$ cat config.mk
export PLATFORM = sky130hd
export DESIGN_NAME = bc_tx_msg_reader
export DESIGN_NICKNAME = d
export VERILOG_FILES = /design/src/rtl/bc_tx_msg_reader.sv
export SDC_FILE = /design/constraint.sdc
export NUM_CORES = 1
export LEC_CHECK = 0
export BUFFER_PORTS_ARGS = -buffer_cell sky130_fd_sc_hd__buf_4
export CAP_MARGIN = 15
export CELL_PAD_IN_SITES_DETAIL_PLACEMENT = 1
export CELL_PAD_IN_SITES_GLOBAL_PLACEMENT = 2
export CORE_ASPECT_RATIO = 1.5
export CORE_MARGIN = 4
export CORE_UTILIZATION = 25
export CTS_BUF_LIST = sky130_fd_sc_hd__clkbuf_4 sky130_fd_sc_hd__clkbuf_8
export CTS_CLUSTER_DIAMETER = 80
export DETAILED_ROUTE_END_ITERATION = 8
export GPL_ROUTABILITY_DRIVEN = 0
export PLACE_DENSITY = 0.84
export RECOVER_POWER = 50
export SYNTH_ARGS = -nofsm -noshare
export SYNTH_HDL_FRONTEND = slang
export SYNTH_SLANG_ARGS = --single-unit
$ cat constraint.sdc
create_clock -name clk_i -period 1.76 [get_ports clk_i]
set_input_delay 0.176 -clock clk_i [delete_from_list [all_inputs] [get_ports clk_i]]
set_output_delay 0.176 -clock clk_i [all_outputs]
set_load 0.01 [all_outputs]
$ cat src/rtl/bc_tx_msg_reader.sv
`default_nettype none
// ============================================================================
//  Module   : bc_tx_msg_reader
//  Purpose  : MIL-STD-1553 Bus Controller transmit-side sequencer. Reads a
//             command word plus its data words from the BC transmit buffer
//             RAM (1-cycle read latency) and hands them one at a time to the
//             Manchester encoder over a valid/ready handshake.
//  Options  : BC_TX_PARITY_CHECK_EN - when defined, each word read from RAM is
//             checked against its stored odd-parity bit [16]; a mismatch
//             terminates the message with ERR and DONE.
//  Revision : 1.0 - initial release
// ============================================================================
module bc_tx_msg_reader #(
    parameter int ADDR_W = 10,
    parameter int RAM_W  = 40,
    parameter int RD_LAT = 1
) (
    input  logic              clk_i,
    input  logic              resetn_i,
    input  logic              start_i,
    input  logic [ADDR_W-1:0] start_addr_i,
    input  logic              abort_i,
    output logic [ADDR_W-1:0] ram_addr_o,
    output logic              ram_ren_o,
    input  logic [RAM_W-1:0]  ram_dout_i,
    output logic [15:0]       tx_data_o,
    output logic              tx_sync_o,
    output logic              tx_valid_o,
    input  logic              tx_ready_i,
    output logic              busy_o,
    output logic              done_o,
    output logic              err_o
);

    // ------------------------------------------------------------------
    // State encoding
    // ------------------------------------------------------------------
    localparam logic [1:0] S_IDLE = 2'd0;
    localparam logic [1:0] S_RD   = 2'd1;
    localparam logic [1:0] S_WT   = 2'd2;
    localparam logic [1:0] S_SEND = 2'd3;

    localparam logic [ADDR_W-1:0] C_ADDR_ONE = {{(ADDR_W-1){1'b0}}, 1'b1};

    // Only a single-cycle RAM read latency is implemented.
    generate
        if (RD_LAT != 1) begin : g_rd_lat_unsupported
            $error("bc_tx_msg_reader: only RD_LAT=1 is supported");
        end
    endgenerate

    // ------------------------------------------------------------------
    // Registers and their next-state values
    // ------------------------------------------------------------------
    logic [1:0]        state_q,    state_d;
    logic [ADDR_W-1:0] ptr_q,      ptr_d;
    logic              ren_q,      ren_d;
    logic [15:0]       tx_data_q,  tx_data_d;
    logic              tx_sync_q,  tx_sync_d;
    logic              tx_valid_q, tx_valid_d;
    logic              done_q,     done_d;
    logic              err_q,      err_d;
    logic [5:0]        cnt_q,      cnt_d;     // data words still to send
    logic              first_q,    first_d;   // next word is the command word

    // Word count decoded from the command word currently on RAM_DOUT.
    logic [15:0] w_word;
    logic [4:0]  w_sa;
    logic [5:0]  w_cmd_n;
    logic        w_par_err;

    assign w_word = ram_dout_i[15:0];
    assign w_sa   = w_word[9:5];

`ifdef BC_TX_PARITY_CHECK_EN
    // Bit 16 holds odd parity over [15:0]; upper bits carry no meaning here.
    logic w_unused_bits;
    assign w_unused_bits = ^ram_dout_i[RAM_W-1:17];
    assign w_par_err     = (~^w_word) != ram_dout_i[16];
`else
    // Parity bit and upper bits are ignored in this build.
    logic w_unused_bits;
    assign w_unused_bits = ^ram_dout_i[RAM_W-1:16];
    assign w_par_err     = 1'b0;
`endif

    // Decode the number of data words that follow the command word.
    always_comb begin
        w_cmd_n = 6'd0;
        if (w_word[10]) begin
            // RT transmits: the BC sends only the command word.
            w_cmd_n = 6'd0;
        end else if ((w_sa == 5'd0) || (w_sa == 5'd31)) begin
            // Mode code: bit 4 set means one associated data word.
            w_cmd_n = w_word[4] ? 6'd1 : 6'd0;
        end else if (w_word[4:0] == 5'd0) begin
            w_cmd_n = 6'd32;
        end else begin
            w_cmd_n = {1'b0, w_word[4:0]};
        end
    end

    // State and datapath registers with synchronous active-low reset.
    always_ff @(posedge clk_i) begin
        if (!resetn_i) begin
            state_q    <= S_IDLE;
            ptr_q      <= '0;
            ren_q      <= 1'b0;
            tx_data_q  <= 16'h0000;
            tx_sync_q  <= 1'b0;
            tx_valid_q <= 1'b0;
            done_q     <= 1'b0;
            err_q      <= 1'b0;
            cnt_q      <= 6'd0;
            first_q    <= 1'b0;
        end else begin
            state_q    <= state_d;
            ptr_q      <= ptr_d;
            ren_q      <= ren_d;
            tx_data_q  <= tx_data_d;
            tx_sync_q  <= tx_sync_d;
            tx_valid_q <= tx_valid_d;
            done_q     <= done_d;
            err_q      <= err_d;
            cnt_q      <= cnt_d;
            first_q    <= first_d;
        end
    end

    // Next-state and next-register logic; ABORT overrides everything outside IDLE.
    always_comb begin
        state_d    = state_q;
        ptr_d      = ptr_q;
        ren_d      = ren_q;
        tx_data_d  = tx_data_q;
        tx_sync_d  = tx_sync_q;
        tx_valid_d = tx_valid_q;
        done_d     = 1'b0;
        err_d      = err_q;
        cnt_d      = cnt_q;
        first_d    = first_q;

        case (state_q)
            S_IDLE: begin
                if (start_i) begin
                    ptr_d   = start_addr_i;
                    ren_d   = 1'b1;
                    err_d   = 1'b0;
                    first_d = 1'b1;
                    state_d = S_RD;
                end
            end

            S_RD: begin
                // Address was presented for exactly one cycle.
                ren_d   = 1'b0;
                state_d = S_WT;
            end

            S_WT: begin
                if (w_par_err) begin
                    // Corrupt word: never expose it to the encoder.
                    err_d   = 1'b1;
                    done_d  = 1'b1;
                    state_d = S_IDLE;
                end else begin
                    tx_data_d  = w_word;
                    tx_sync_d  = first_q;
                    tx_valid_d = 1'b1;
                    if (first_q) begin
                        cnt_d = w_cmd_n;
                    end
                    state_d = S_SEND;
                end
            end

            S_SEND: begin
                if (tx_ready_i) begin
                    tx_valid_d = 1'b0;
                    first_d    = 1'b0;
                    if (cnt_q != 6'd0) begin
                        cnt_d   = cnt_q - 6'd1;
                        ptr_d   = ptr_q + C_ADDR_ONE;   // wraps naturally at the top
                        ren_d   = 1'b1;
                        state_d = S_RD;
                    end else begin
                        done_d  = 1'b1;
                        state_d = S_IDLE;
                    end
                end
            end

            default: begin
                state_d = S_IDLE;
            end
        endcase

        if (abort_i && (state_q != S_IDLE)) begin
            tx_valid_d = 1'b0;
            ren_d      = 1'b0;
            done_d     = 1'b1;
            err_d      = 1'b1;
            state_d    = S_IDLE;
        end
    end

    // Output mapping: all outputs come straight from registers.
    always_comb begin
        ram_addr_o = ptr_q;
        ram_ren_o  = ren_q;
        tx_data_o  = tx_data_q;
        tx_sync_o  = tx_sync_q;
        tx_valid_o = tx_valid_q;
        busy_o     = (state_q != S_IDLE);
        done_o     = done_q;
        err_o      = err_q;
    end

endmodule
`default_nettype wire

==> Word-level counts from Yosys, hierarchy flattened <==
Cells that the tools add are included.
{ "totals": {"register_bits": 40, "latch_bits": 0, "ramBits": 0, "rom_bits": 0, "out_inout_bits": 32, "memories": 0} }
{ "op_classes": {"add_sub_neg": 2, "n_mul": 0, "n_div": 0, "n_lt_le_gt_ge": 0, "eq_ne": 8, "shifts": 0, "muxes": 30, "bitwise": 1, "n_reduce_logical": 20} }
{ "ops": {"columns": ["cell", "n"], "rows": [
  ["2-to-1 mux 6 bit", 6],
  ["2-to-1 mux 10 bit", 3],
  ["case mux 10 bit (2 select lines)", 1],
  ["2-to-1 mux 1 bit", 13],
  ["case mux 6 bit (2 select lines)", 1],
  ["AND reduction 4 bit", 3],
  ["adder 10 x 1 -> 10 bit (second input constant)", 1],
  ["logical NOT 5 bit", 2],
  ["nonzero test 2 bit", 5],
  ["!= test 2 bit (second input constant)", 4],
  ["case mux 2 bit (4 select lines)", 1],
  ["AND reduction 2 bit", 3],
  ["nonzero test 6 bit", 1],
  ["subtractor 6 x 1 -> 6 bit (second input constant)", 1],
  ["== test 5 bit (second input constant)", 1],
  ["== test 2 bit (second input constant)", 2],
  ["2-to-1 mux 2 bit", 2],
  ["case mux 1 bit (2 select lines)", 2],
  ["case mux 1 bit (3 select lines)", 1],
  ["AND reduction 3 bit", 1],
  ["nonzero test 3 bit", 1],
  ["== test 2 x 1 -> 1 bit (second input constant)", 1],
  ["logical NOT 2 bit", 1],
  ["OR reduction 2 bit", 1],
  ["3 further kinds", 3]
]} }

==> Depth between registers and ports, before layout <==
{ "depth": {"depth_word": 6, "depth_mapped": 8, "mapped_depth_nobuf": 7} }

==> Worst setup path before layout <==
Ideal clock, no wire load.
{ "synth_timing": {"path_kind": "register to register", "start": "reg state_q[1]", "end": "reg ptr_q[9] (netlist: ram_addr_o[9])", "setup_time_ns": 0.058, "arrival_ns": 1.725, "required_ns": 1.702, "setup_slack_ns": -0.023, "path_stages_with_launch": 7, "path_buffers": 1, "path_cell_list": "dfxtp_1 ha_1 buf_2 nand3_1 or4_1 a21oi_1 o21a_1"} }
{ "synth_between": {"elab_chain_len": 3, "word_cells_on_any_way": 8, "cone_classes": "eq/ne (4); mux (1); reduce/logical (3)"} }
{ "synth_lines": {"columns": ["item", "line", "source"], "rows": [
  ["start: declaration", "55", "logic [1:0] state_q, state_d;"],
  ["start signal: assignment", "117", "state_q <= state_d;"],
  ["== test 2 bit / logical NOT 2 bit (equally long branches)", "143", "case (state_q)"],
  ["!= test 2 bit (no source line) / nonzero test 2 bit (equally long branches)", null, null],
  ["AND reduction 4 bit (no source line)", null, null],
  ["end signal: assignment", "118", "ptr_q <= ptr_d;"],
  ["end: declaration", "56", "logic [ADDR_W-1:0] ptr_q, ptr_d;"]
]} }
Several ways; a longest one is shown, not always the timed one.
A chain may end at the register's enable or synchronous reset.

==> Worst setup path in the final report <==
{ "layout_timing": {"start": "reg cnt_q[0]", "end": "reg cnt_q[5]"} }
{ "layout_between": {"elab_chain_len": 4, "word_cells_on_any_way": 7, "cone_classes": "add/sub (1); eq/ne (1); mux (3); reduce/logical (2)"} }
{ "layout_lines": {"columns": ["item", "line", "source"], "rows": [
  ["start: declaration", "63", "logic [5:0] cnt_q, cnt_d;"],
  ["start signal: assignment", "125", "cnt_q <= cnt_d;"],
  ["subtractor 6 x 1 -> 6 bit", "182", "cnt_d = cnt_q - 6'd1;"],
  ["2-to-1 mux 6 bit", "181", "if (cnt_q != 6'd0) begin"],
  ["2-to-1 mux 6 bit", "178", "if (tx_ready_i) begin"],
  ["case mux 6 bit (2 select lines)", "143", null]
]} }
Several ways; a longest one is shown, not always the timed one. The select of a mux whose other input is x is not followed.

==> flow_metrics.py <==
metrics = {
    "synthesis": {
        "yosys_warnings": 0,
        "syn_area_per_cell_sq_um": 8.62,
        "synth_edf_count": 0,
        "synth_cell_types": 53,
        "syn_inst": 239,
        "synth_flop_cell": "dfxtp_1",
        "ys_seq_area_share_pct": 38.9,
        "ys_ff_latch": 40,
        "async_flop_share_pct": 0,
        "syn-num-nets": 302,
        "netlist_area_sq_um": 2060,
    },
    "sta": {
        "worst_pin_slew_ns": 0.359,
        "slew_viol_final": 0,
        "report.final.setup_viol": 0,
        "period_minus_slack_ns": 1.66,
        "fmax_mhz": 604,
        "hold_violations": 0,
        "setup_tns_ns": 0,
        "grt_setup_unrepaired": "true",
        "fin_skew_ns": 0.00361,
        "maxSlewHeadroom_pct": 75.9,
        "fin_ws_ns": 0.103,
        "finalCritPeriodShare_pct": 94.1,
    },
    "clocking": {
        "cts_num_sinks": 40,
        "clock_latency_ns": 0.30,
        "cts_buffers": 5,
        "cts_tree": "built",
        "cts_max_level": 2,
        "cts_root_buffer": "clkbuf_8",
        "clk_pin_slew_ns": 0.08,
        "cts_buffer_depth": 2,
        "postCtsSetupRepairBufs": 0,
    },
    "cells_and_area": {
        "fin_util_pct": 36.4,
        "final_common_cell": "buf_4",
        "fin_nets": 387,
        "final_cell_mix": "56 x buf_4, 38 x dfxtp_1, 35 x nor2_1",
        "design_area_sq_um": 2910,
        "antenna_cells": 0,
        "stdcell_count": 430,
        "layout-drive-gt1-share_pct": 28.0,
        "area_delta_synth_final_pct": 41.3,
    },
    "flow_run": {
        "drv_cap": 0,
    },
    "min_path": {
        "hp-class": "input port to register",
    },
    "global_route": {
        "grt_max_degree": 30,
        "antenna_found_initial": 0,
        "grt_pass1_wl_mm": 10.5,
        "grt_overflow": 0,
        "grt_usage_pct": 13.7,
        "grt_pass1_vias": 2173,
    },
    "route": {
        "drtAntennaViolNets": 0,
        "routed_wl_mm": 6.33,
        "viasPerCell": 4.81,
        "drc": 0,
        "drt_first_iter_violations": 40,
        "dr.pass1.iters": 4,
        "route.vias.total": 2068,
        "wl_per_cell_microns": 14.7,
    },
    "die": {
        "die-area_sq_um": 9790,
        "start_util_pct": 25.7,
        "die-width_microns": 82.1,
        "num_io_pins": 87,
        "rows": 40,
        "dieHeight_microns": 119,
        "core_area_sq_um": 8010,
    },
    "place": {
        "placed_area_sq_um": 2830,
        "numPortBuffers": 62,
        "place_inst": 422,
        "place_ws_ns": -0.0898,
        "post-dp-hpwl_mm": 4.87,
    },
    "pwr": {
        "p_leak_nw": 1.13,
        "ir_drop_mv": 0.410,
        "p_per_area_nw_per_um2": 1300,
    },
    "setup_path": {
        "start_kind": "register",
        "critPathKind": "register to register",
        "endpoint_kind": "register",
        "required_ns": 2.01,
        "cp_max_fo": 4,
        "critPathArrivalTime_ns": 1.91,
    },
    "status": {
        "status": "finished, final reports clean",
    },
}
## worst paths after layout
check                        to  cells past startpoint  slack, ns           start
hold reg to reg       tx_sync_o                      2       0.49       tx_sync_o
setup reg to reg       cnt_q[5]                      7       0.10        cnt_q[0]
setup / recovery       cnt_q[5]                      7       0.10        cnt_q[0]
hold / removal    tx_data_o[11]                      3       0.10  ram_dout_i[11]
## area by class of cell
class | instances | area (sq um)
Tap cell | 105 | 131
Timing Repair Buffer | 88 | 557
Fill cell | 993 | 5100
Clock buffer | 5 | 68.8
Sequential cell | 40 | 808
Clock inverter | 3 | 42.5
Inverter | 16 | 60.1
Multi-Input combinational cell | 173 | 1240
## repair_timing
| item | CTS | global route |
|---|---|---|
| pin swaps | 0 | 1 |
| gates resized for setup | 5 | 15 |
| cloned | 0 | 0 |
| endpoints found under the setup margin | 7 | 12 |
| hold buffers | 0 | 0 |
## per-stage QoR
step	hold slack, ns	total power [mW]
3_3_place_gp	0.410	3.04
2_1_floorplan	0.292	2.27
5_1_grt	0.117	4.08
3_5_place_dp	0.424	3.10
4_1_cts	0.0856	3.91
6_report	0.104	3.78
## sequential cells by signal, indices dropped and copies added, names as in the netlist
register / count
done_o: 1
ram_ren_o: 1
tx_valid_o: 1
cnt_q: 6
err_o: 1
ram_addr_o: 10
tx_data_o: 16
first_q: 1
tx_sync_o: 1
state_q: 2
## cell usage after synthesis (2+ instances only)
library cell	instances	area share, %
or4_1	2	0.73
a21oi_1	15	3.6
nor3_1	5	1.2
nor2b_1	4	1.2
o21ai_0	5	1.2
nand4_1	3	0.91
a22oi_1	2	0.73
dfxtp_1	40	39
a221oi_1	2	0.85
ha_1	8	4.9
nand2b_1	3	0.91
o21ai_1	3	0.73
buf_2	4	0.97
o211ai_1	5	1.8
o32ai_1	5	2.1
nand2_1	17	3.1
clkbuf_1	5	0.91
mux2i_1	19	9.2
inv_1	15	2.7
nor4_1	2	0.61
nor2_1	36	6.6
o221a_2	2	1.1
nand3_1	7	1.7
## critical path, cell delays in order (launching register included)
cell	delay [ns]
dfxtp_1	0.34
inv_1	0.06
ha_1	0.18
nor2b_2	0.16
nand3_2	0.10
or4b_4	0.51
nor2_2	0.12
a221o_1	0.13
## per-layer routing
layer,vias to the layer above,share of wire (%),global-route usage [%]
li1,1035,-,-
met1,972,39,14.2
met2,52,54,25.1
met3,9,5.7,3.93
met4,0,1.9,4.99
met5,-,0,0
## report_power, final
group | total [mW] | switching (mW) | internal, mW
clock | 0.775 | 0.355 | 0.420
sequential | 1.33 | 0.196 | 1.13
combinational | 1.67 | 0.909 | 0.764
## cell families after synthesis
logic type,Yosys count,synth area share (%)
AND/OR/NAND/NOR,85,19.3
AO/OA/AOI/OAI,59,21.1
flip-flops,40,38.9
buffers and inverters,26,4.98
multiplexers,21,10.9
adder cells (fa/ha/maj),8,4.86
No activity file was read; power rests on OpenSTA's default activity.
